`config.mk`:
```
export PLATFORM = sky130hd
export DESIGN_NAME = bcd_display_scheduler
export DESIGN_NICKNAME = d
export VERILOG_FILES = /design/src/rtl/bcd_display_scheduler.sv
export SDC_FILE = /design/constraint.sdc
export NUM_CORES = 1
export LEC_CHECK = 0
export CAP_MARGIN = 20
export CORE_MARGIN = 4
export CORE_UTILIZATION = 50
export CTS_BUF_LIST = sky130_fd_sc_hd__clkbuf_4
export DETAILED_ROUTE_END_ITERATION = 10
export HOLD_SLACK_MARGIN = 0.05
export PLACE_DENSITY = 0.71
export SYNTH_ARGS = -nofsm -noshare
export SYNTH_HDL_FRONTEND = slang
export SYNTH_HIERARCHICAL = 1
export SYNTH_SLANG_ARGS = --single-unit
```
`constraint.sdc`:
```
create_clock -name clk -period 28.2 [get_ports clk]
set_input_delay 5.64 -clock clk [delete_from_list [all_inputs] [get_ports clk]]
set_output_delay 5.64 -clock clk [all_outputs]
set_load 0.005 [all_outputs]
```
`src/rtl/bcd_display_scheduler.sv`:
```
// bcd_display_scheduler
//   Sequential front end for the shared 16-bit binary-to-BCD decoder in the
//   mouse position display path. Two requesters (X, Y) hand over 16-bit values
//   on valid/ready; a round-robin arbiter grants one, the operand is held for
//   SETTLE_CYCLES while the combinational decoder settles, and the five BCD
//   digits are stored in a per-channel buffer. A free-running scan counter
//   multiplexes the selected buffer onto a one-hot digit bus with leading-zero
//   blanking.
//
//   Optional feature macro: SIGN_DISPLAY_EN (two's-complement inputs, per
//   channel sign flags x_neg/y_neg, sixth display position for the minus sign).
//
//   Parameters:
//     SETTLE_CYCLES  decoder settle window before capture, 1..15
//     SCAN_DIV       clocks each digit position is held, >= 2
//
//   Ports:
//     clk, rst                 clock, synchronous active-high reset
//     x_valid/x_value/x_ready  X requester handshake (x_ready combinational)
//     y_valid/y_value/y_ready  Y requester handshake (y_ready combinational)
//     disp_sel                 display channel select, 0 = X, 1 = Y
//     busy                     conversion in progress
//     done_pulse, done_ch      one-cycle buffer-updated strobe and its channel
//     x_digits, y_digits       {ten_thousands, thousands, hundreds, tens, units}
//     digit_en, digit_code     one-hot active position (bit 0 = units), BCD code
//                              (4'hF = blank, 4'hA = minus sign)
//     x_neg, y_neg             stored sign flags (SIGN_DISPLAY_EN only)

// Combinational 16-bit binary to 5-digit BCD (shift-and-add-3).
module bcd_decoder_16bit (
  input  logic [15:0] bin,
  output logic [19:0] bcd
);
  always_comb begin
    logic [35:0] sr;
    sr = {20'd0, bin};
    for (int i = 0; i < 16; i++) begin
      for (int d = 0; d < 5; d++) begin
        if (sr[16 + 4*d +: 4] >= 4'd5) begin
          sr[16 + 4*d +: 4] = sr[16 + 4*d +: 4] + 4'd3;
        end
      end
      sr = {sr[34:0], 1'b0};
    end
    bcd = sr[35:16];
  end
endmodule

module bcd_display_scheduler #(
  parameter int unsigned SETTLE_CYCLES = 2,
  parameter int unsigned SCAN_DIV      = 50000
) (
  input  logic        clk,
  input  logic        rst,
  input  logic        x_valid,
  input  logic [15:0] x_value,
  output logic        x_ready,
  input  logic        y_valid,
  input  logic [15:0] y_value,
  output logic        y_ready,
  input  logic        disp_sel,
  output logic        busy,
  output logic        done_pulse,
  output logic        done_ch,
  output logic [19:0] x_digits,
  output logic [19:0] y_digits,
  output logic [3:0]  digit_code,
`ifdef SIGN_DISPLAY_EN
  output logic [5:0]  digit_en,
  output logic        x_neg,
  output logic        y_neg
`else
  output logic [4:0]  digit_en
`endif
);

`ifdef SIGN_DISPLAY_EN
  localparam int unsigned NPOS = 6;
`else
  localparam int unsigned NPOS = 5;
`endif
  localparam int unsigned CNT_W  = 4;
  localparam int unsigned SCAN_W = (SCAN_DIV > 2) ? $clog2(SCAN_DIV) : 1;

  typedef enum logic [1:0] {IDLE, SETTLE, STORE} state_e;

  state_e            state_q, state_d;
  logic [CNT_W-1:0]  cnt_q, cnt_d;
  logic [15:0]       operand_q, operand_d;
  logic              ch_q, ch_d;
  logic              last_q, last_d;          // channel served last, 1 = Y
  logic [19:0]       x_digits_q, x_digits_d;
  logic [19:0]       y_digits_q, y_digits_d;
  logic              done_pulse_q, done_pulse_d;
  logic              done_ch_q, done_ch_d;
  logic [SCAN_W-1:0] scan_cnt_q, scan_cnt_d;
  logic [2:0]        idx_q, idx_d;
  logic [NPOS-1:0]   digit_en_q, digit_en_d;
  logic [3:0]        digit_code_q, digit_code_d;
`ifdef SIGN_DISPLAY_EN
  logic              sign_q, sign_d;
  logic              x_neg_q, x_neg_d;
  logic              y_neg_q, y_neg_d;
`endif

  logic        grant_x_c, grant_y_c, hs_c, settle_done_c;
  logic [15:0] val_in_c;
  logic [19:0] dec_bcd_c;
  logic [19:0] sel_digits_c;
  logic        sel_neg_c;
  logic [4:1]  blank_c;
  logic [3:0]  code_c;
  logic        wrap_c;

  // Shared decoder, fed only from the operand register.
  bcd_decoder_16bit u_dec (
    .bin (operand_q),
    .bcd (dec_bcd_c)
  );

  // Round-robin grant: a lone requester wins, a tie goes to the one not served last.
  always_comb begin
    grant_x_c = 1'b0;
    grant_y_c = 1'b0;
    if (x_valid && y_valid) begin
      grant_x_c = last_q;
      grant_y_c = ~last_q;
    end else begin
      grant_x_c = x_valid;
      grant_y_c = y_valid;
    end
    hs_c          = (state_q == IDLE) && (grant_x_c || grant_y_c);
    settle_done_c = (cnt_q == CNT_W'(SETTLE_CYCLES - 1));
    val_in_c      = grant_y_c ? y_value : x_value;
  end

  // FSM state register.
  always_ff @(posedge clk) begin
    if (rst) state_q <= IDLE;
    else     state_q <= state_d;
  end

  // FSM next state.
  always_comb begin
    state_d = state_q;
    case (state_q)
      IDLE:    if (hs_c) state_d = SETTLE;
      SETTLE:  if (settle_done_c) state_d = STORE;
      STORE:   state_d = IDLE;
      default: state_d = IDLE;
    endcase
  end

  // FSM outputs; ready is combinational on the requester valids.
  always_comb begin
    x_ready = 1'b0;
    y_ready = 1'b0;
    busy    = 1'b0;
    if (state_q == IDLE) begin
      x_ready = grant_x_c;
      y_ready = grant_y_c;
    end else begin
      busy = 1'b1;
    end
  end

  // Conversion datapath: operand latch, settle counter, buffer write.
  always_comb begin
    operand_d    = operand_q;
    ch_d         = ch_q;
    last_d       = last_q;
    cnt_d        = '0;
    x_digits_d   = x_digits_q;
    y_digits_d   = y_digits_q;
    done_pulse_d = 1'b0;
    done_ch_d    = done_ch_q;
`ifdef SIGN_DISPLAY_EN
    sign_d       = sign_q;
    x_neg_d      = x_neg_q;
    y_neg_d      = y_neg_q;
`endif
    if (hs_c) begin
`ifdef SIGN_DISPLAY_EN
      // 16'h8000 negates to itself, which reads as 32768 unsigned.
      operand_d = val_in_c[15] ? 16'(~val_in_c + 16'd1) : val_in_c;
      sign_d    = val_in_c[15];
`else
      operand_d = val_in_c;
`endif
      ch_d = grant_y_c;
    end
    if (state_q == SETTLE) cnt_d = cnt_q + CNT_W'(1);
    if (state_q == STORE) begin
      if (ch_q) y_digits_d = dec_bcd_c;
      else      x_digits_d = dec_bcd_c;
`ifdef SIGN_DISPLAY_EN
      if (ch_q) y_neg_d = sign_q;
      else      x_neg_d = sign_q;
`endif
      last_d       = ch_q;
      done_pulse_d = 1'b1;
      done_ch_d    = ch_q;
    end
  end

  // Leading-zero blanking of the selected buffer; units never blank.
  always_comb begin
    logic seen;
    seen         = 1'b0;
    blank_c      = '0;
    sel_digits_c = disp_sel ? y_digits_q : x_digits_q;
`ifdef SIGN_DISPLAY_EN
    sel_neg_c    = disp_sel ? y_neg_q : x_neg_q;
`else
    sel_neg_c    = 1'b0;
`endif
    for (int p = 4; p >= 1; p--) begin
      seen       = seen | (sel_digits_c[4*p +: 4] != 4'd0);
      blank_c[p] = ~seen;
    end
  end

  // Scan counter, index and registered digit bus.
  always_comb begin
    wrap_c       = (scan_cnt_q == SCAN_W'(SCAN_DIV - 1));
    scan_cnt_d   = wrap_c ? '0 : scan_cnt_q + SCAN_W'(1);
    idx_d        = idx_q;
    digit_en_d   = digit_en_q;
    digit_code_d = digit_code_q;
    code_c       = 4'hF;
    if (wrap_c) begin
      idx_d = (idx_q == 3'(NPOS - 1)) ? 3'd0 : idx_q + 3'd1;
    end
    case (idx_d)
      3'd0:    code_c = sel_digits_c[3:0];
      3'd1:    code_c = blank_c[1] ? 4'hF : sel_digits_c[7:4];
      3'd2:    code_c = blank_c[2] ? 4'hF : sel_digits_c[11:8];
      3'd3:    code_c = blank_c[3] ? 4'hF : sel_digits_c[15:12];
      3'd4:    code_c = blank_c[4] ? 4'hF : sel_digits_c[19:16];
      3'd5:    code_c = sel_neg_c ? 4'hA : 4'hF;
      default: code_c = 4'hF;
    endcase
    if (wrap_c) begin
      digit_en_d   = NPOS'(1) << idx_d;
      digit_code_d = code_c;
    end
  end

  // Datapath and scan registers.
  always_ff @(posedge clk) begin
    if (rst) begin
      cnt_q        <= '0;
      operand_q    <= '0;
      ch_q         <= 1'b0;
      last_q       <= 1'b1;
      x_digits_q   <= '0;
      y_digits_q   <= '0;
      done_pulse_q <= 1'b0;
      done_ch_q    <= 1'b0;
      scan_cnt_q   <= '0;
      idx_q        <= '0;
      digit_en_q   <= NPOS'(1);
      digit_code_q <= 4'h0;
`ifdef SIGN_DISPLAY_EN
      sign_q       <= 1'b0;
      x_neg_q      <= 1'b0;
      y_neg_q      <= 1'b0;
`endif
    end else begin
      cnt_q        <= cnt_d;
      operand_q    <= operand_d;
      ch_q         <= ch_d;
      last_q       <= last_d;
      x_digits_q   <= x_digits_d;
      y_digits_q   <= y_digits_d;
      done_pulse_q <= done_pulse_d;
      done_ch_q    <= done_ch_d;
      scan_cnt_q   <= scan_cnt_d;
      idx_q        <= idx_d;
      digit_en_q   <= digit_en_d;
      digit_code_q <= digit_code_d;
`ifdef SIGN_DISPLAY_EN
      sign_q       <= sign_d;
      x_neg_q      <= x_neg_d;
      y_neg_q      <= y_neg_d;
`endif
    end
  end

  assign x_digits   = x_digits_q;
  assign y_digits   = y_digits_q;
  assign done_pulse = done_pulse_q;
  assign done_ch    = done_ch_q;
  assign digit_en   = digit_en_q;
  assign digit_code = digit_code_q;
`ifdef SIGN_DISPLAY_EN
  assign x_neg      = x_neg_q;
  assign y_neg      = y_neg_q;
`endif

endmodule

```
==> results of run 1 <==
==> layout make-up <==
type                            instances  area, um^2  share of cell area
Tap cell                              260       325.3             0.02996
Inverter                               48       180.2             0.01659
Timing Repair Buffer                  100       970.9             0.08942
Antenna cell                            2       5.005           0.0004609
Clock buffer                            9       67.56            0.006223
Clock inverter                          7       65.06            0.005992
Multi-Input combinational cell       1112        7362              0.6780
Sequential cell                        94        1882              0.1733
==> routing by layer <==
metal	GRT usage	vias up	routed length (um)
met3	0.02851	15	958
met5	0	-	0
met4	0.04157	0	199
met2	0.3627	215	11510
met1	0.3021	4567	11990
li1	-	5042	-
==> stage by stage <==
| step | cell area, um^2 | util | std cells | hold slack (ps) | setup slack (ps) |
|---|---|---|---|---|---|
| floorplan | 9776 | - | 1329 | 426.1 | 16190 |
| global placement | 10720 | 0.5655 | 1614 | 441.3 | 15640 |
| detailed placement | 10720 | 0.5655 | 1614 | 444.5 | 15480 |
| CTS | 10850 | 0.5725 | 1630 | 466.8 | 15430 |
| global route | 10860 | 0.5728 | 1632 | 484.8 | 13890 |
| finish | 10860 | 0.5728 | 1632 | 465.2 | 15300 |
==> Yosys cell counts, drive strengths merged, types with 25 or more instances <==
library cell,instances
a211oi,32
nand3,25
nor2,139
o21ai,70
dfxtp,94
nand2,178
clkbuf,53
nor3,46
ha,28
mux2i,56
a21oi,135
inv,45
xnor2,26
==> critical path: cells and delay by family (launching register included) <==
kind | cells | cell delay (ps)
AO/OA/AOI/OAI | 14 | 4520
AND/OR/NAND/NOR | 21 | 3750
adder cells (fa/ha/maj) | 9 | 2370
XOR/XNOR | 5 | 1080
buffers and inverters | 5 | 580
flip-flops | 1 | 550
==> kinds of logic after synthesis <==
family,after synthesis,synth area share
mux,68,0.07744
compound gates,445,0.3296
simple gates,528,0.2661
xor+xnor,41,0.04173
flops,94,0.1925
buf+inv,123,0.05478
fa+ha+maj,30,0.03789
==> sequential cells by signal (all words and copies together), names as in the netlist <==
register,count
scan_cnt_q,16
operand_q,16
idx_q,3
done_pulse,1
x_digits,20
digit_en,5
cnt_q,4
ch_q,1
done_ch,1
state_q,2
last_q,1
y_digits,20
digit_code,4
==> worst paths after layout <==
path | start | end | slack, ps | cells after the start
min reg2reg | digit_en[2] | digit_en[2] | 470 | 2
min | digit_en[2] | digit_en[2] | 470 | 2
max reg2reg | operand_q[14] | y_digits[17] | 15300 | 54
max | operand_q[14] | y_digits[17] | 15300 | 54
==> run metrics, run 1 <==
outcome=complete, no violations; hpwl dp=roughly 18 mm; pin count of the biggest net entering global routing=77; # nets final=about 1,400; GRT Util Overall=0.2168; first-pass GRT wire length=between 40 and 50 mm; Fin. Hold Viols=0; worst-path fanout max=14; Arrival @ worst endpoint=between 10,000 and 15,000 ps; pin slew with the least headroom to its limit=roughly 1100 ps; Slowest cell on crit path=a32oi_1; final setup fails=0; Clock Pin Slew Worst Setup and Hold Paths=around 180 ps; Clock Latency Late Sink=approximately 500 ps; number of fill cells=around 1,800; Period minus WS final=~13,000 ps; Seq/Total Area, Yosys=0.1925; Final ANT Viol Nets=0; Initial DRT Pass Iterations=5; post-DR wirelength/cell=approximately 15 um; H-tree depth=3; CP Capture Type=flop; Setup CP Type=reg -> reg; EDFF count, synth=0; Mapped Area=0.009776 mm^2; cell mode on critical path=ha_1; vias in the first global route=between 8,000 and 9,000; top-area cell type share of the netlist area=0.1925; Avg Cell Area, Syn=about 7.4 um^2; synth-to-layout area growth=11.07%; Critical Path Start Type=flop; CTS Buf Count=9; Row Count=50; post-synth cell types=approximately 130; IO buf count=90; max_slew headroom=0.2775; final clock period utilization by the worst path=0.4575; via count=around 9,800; top post-synthesis cells by area=dfxtp_1, nand2_1, a21oi_1, nor2_1, mux2i_1; Final Max Tran Viols=0; Hold WC Path Type=reg -> reg; CP peak stage delay=around 880 ps; Syn Nets=1,394; IO Pins=91; Max Cap Viol=0; ys async rst share=0; die height=approximately 150 um; Die W=147.8 um; core footprint=around 0.019 mm^2; Initial Utilization=0.5157; Yosys warnings=6; clk_skew=around 21 ps; CTS resizes=0; Yosys reg bits=94; cts hold-fix bufs=0; Vias per Instance=about 6; Req. time, crit path=~29,000 ps; Most used DFF post-synth=dfxtp_1; CTS tree=done; Post-CTS Setup Bufs=0; drt initial violations=646; die area=about 0.022 mm^2; WL final=roughly 25 mm; layout cells sized above 1=0.08978; drt drc=0; Fmax=~0.078 GHz; RSZ-0062 raised after global routing=no; most common cell after layout, fill and taps aside=nand2_1; Synth Instances=between 1,000 and 1,500; clk buf depth=2; routability cong.=a little under 0.9; CTS root buf=clkbuf_4; grt ovf=0; area leader, netlist=dfxtp_1; initial antenna violation count=2; total negative slack=0 ps; CTS sink count=94; most frequent cells in the layout=nand2_1, nor2_1, a21oi_1
Power of run 1 is left out: the tool's default activity adds up to more than one toggle a clock period on the data nets, which glitch-free logic cannot reach.
==> run 2, diff against run 1 <==
PLACE_DENSITY = 0.74   (was 0.71)
clock period = 11.8 ns   (was 28.2 ns; I/O delays follow)
==> run 2 against run 1 <==
Compared with the run above: flip-flop and latch count did not move; first-iteration DRC count grew 13%; critical endpoint unchanged; critical path depth grew 1; cell area up 2.0%; global-route usage increased by 0.55 points; die area unchanged; largest cell class unchanged; routed wire length increased by 3.0%; setup slack got worse by 15000 ps; via count grew 2.1%.
==> run metrics, run 2 (synthesized netlist as in run 1, its figures left out) <==
via count=10,040 (+2.1%); drt initial violations=731 (+13%); Clock Pin Slew Worst Setup and Hold Paths=170 ps (about the same); Initial DRT Pass Iterations=5 (unchanged); die height=147.8 um (unchanged); Clock Latency Late Sink=490 ps (about the same); first-pass GRT wire length=42.47 mm (+3.5%); dpl ws=84.73 ps (-15,400 ps); number of fill cells=1,754 (-4.5%); drt drc=0 (unchanged); hpwl dp=18.76 mm (+2.0%); most common cell after layout, fill and taps aside=nand2_1; Final ANT Viol Nets=0 (unchanged); Hold WC Path Type=reg -> reg; Die W=147.8 um (unchanged); post-route cell area=0.01108 mm^2 (+2.0%); Max Cap Viol=0 (unchanged); IO Pins=91 (unchanged); core footprint=0.01896 mm^2 (unchanged); routability cong.=0.9123 (+3.6%); clk_skew=30.70 ps (+9.809 ps); worst-path fanout max=9 (-5); CTS Buf Count=9 (unchanged); CTS tree=done; pin count of the biggest net entering global routing=77 (unchanged); pin slew with the least headroom to its limit=942.4 ps (-141.3 ps); Setup CP Type=reg -> reg; IO buf count=90 (unchanged); Final Max Tran Viols=0 (unchanged); Worst Hold Path EP=digit_en[2]; Util after Layout=0.5844 (+0.01162); Fin. Hold Viols=0 (unchanged); max_slew headroom=0.3694 (+0.09188); CP Capture Type=flop; placed instance area=0.01079 mm^2 (+0.63%); CP peak stage delay=430 ps (-450 ps); most frequent cells in the layout=nand2_1, nor2_1, a21oi_1; Slowest cell on crit path=dfxtp_4; CTS root buf=clkbuf_4; cell mode on critical path=ha_1; Hold Startpoint=digit_en[2]; outcome=complete, no violations; Vias per Instance=6.100 (+1.2%); H-tree depth=3 (unchanged); final setup fails=0 (unchanged); initial antenna violation count=1 (-1); post-DR wirelength/cell=15.43 um (+2.1%); WHS Path Cells=2 (unchanged); Fmax=0.09041 GHz (+17%); flop-to-flop setup slack=740 ps (-14,560 ps); Initial Utilization=0.5157 (unchanged); Period minus WS final=11,060 ps (-1840 ps); GRT Util Overall=0.2223 (+0.005486); clk buf depth=2 (unchanged); Req. time, crit path=12,210 ps (-16,410 ps); layout cells sized above 1=0.1170 (+0.02719); post-route setup slack=738.8 ps (-14,560 ps); FF-to-FF End=y_digits[17]; CTS sink count=94 (unchanged); total negative slack=0 ps (unchanged); die area=0.02185 mm^2 (unchanged); synth-to-layout area growth=13.32%; Critical Path Start Type=flop; Row Count=50 (unchanged); R2R depth=55 (+1.9%); Arrival @ worst endpoint=11,470 ps (-1850 ps); # nets final=1,445 (+1.0%); Crit Reg-Reg Startpoint=operand_q[14]; WL final=25.40 mm (+3.0%); grt ovf=0 (unchanged); vias in the first global route=8,857 (+3.1%); final clock period utilization by the worst path=0.9374 (+0.4799)
-- run 2: cell count changes in the layout (fill, tap and decap cells not counted), sizes merged --
| cell | before | now |
|---|---|---|
| buf | 11 | 26 |
| inv | 50 | 48 |
| clkbuf | 9 | 10 |
| clkinvlp | 0 | 1 |
| diode | 2 | 1 |
-- run 2: worst max-delay path: cells and delay by family (launching register included) --
family	cells	cell delay, ps
compound gates	17	3700
buf+inv	6	590
flops	1	430
simple gates	17	3000
xor+xnor	5	1080
fa+ha+maj	9	1990
mux	1	230
-- run 2: what timing repair did --
item                                    CTS  global route
endpoints found under the hold margin     0             0
gates resized for setup                   0            30
buffers inserted                          0             6
hold buffers                              0             0
endpoints found under the setup margin    0            30
-- run 2: worst max-delay path by stage --
stage	startpoint	to	slack [ps]
6_report	operand_q[14]	y_digits[17]	740
3_5_place_dp	operand_q[14]	x_digits[12]	80
2_1_floorplan	operand_q[14]	x_digits[12]	880
5_1_grt	operand_q[14]	x_digits[12]	-3
3_3_place_gp	operand_q[14]	y_digits[17]	590
4_1_cts	operand_q[14]	y_digits[17]	4
-- run 2: per-stage QoR --
step,hold slack [ps],instances
floorplan,426.1,1329
global placement,439.1,1623
detailed placement,446.4,1623
CTS,469.1,1639
global route,500.8,1646
finish,471.0,1646
-- run 2: final cells by class --
type | instances | area [um^2] | area share
Multi-Input combinational cell | 1112 | 7471 | 0.6744
Timing Repair Buffer | 115 | 1084 | 0.09781
Inverter | 48 | 180.2 | 0.01626
Tap cell | 260 | 325.3 | 0.02937
Clock buffer | 10 | 75.07 | 0.006777
Clock inverter | 6 | 53.80 | 0.004857
Sequential cell | 94 | 1887 | 0.1703
Antenna cell | 1 | 2.502 | 0.0002259
-- run 2: routing by layer --
metal / up-vias / wire length, um / GRT usage
met4: 0 / 296 / 0.04758
met5: - / 0 / 0
li1: 5065 / - / -
met3: 26 / 1257 / 0.02606
met2: 293 / 11930 / 0.3696
met1: 4657 / 11920 / 0.3115
Power of run 2 is left out for the same reason.
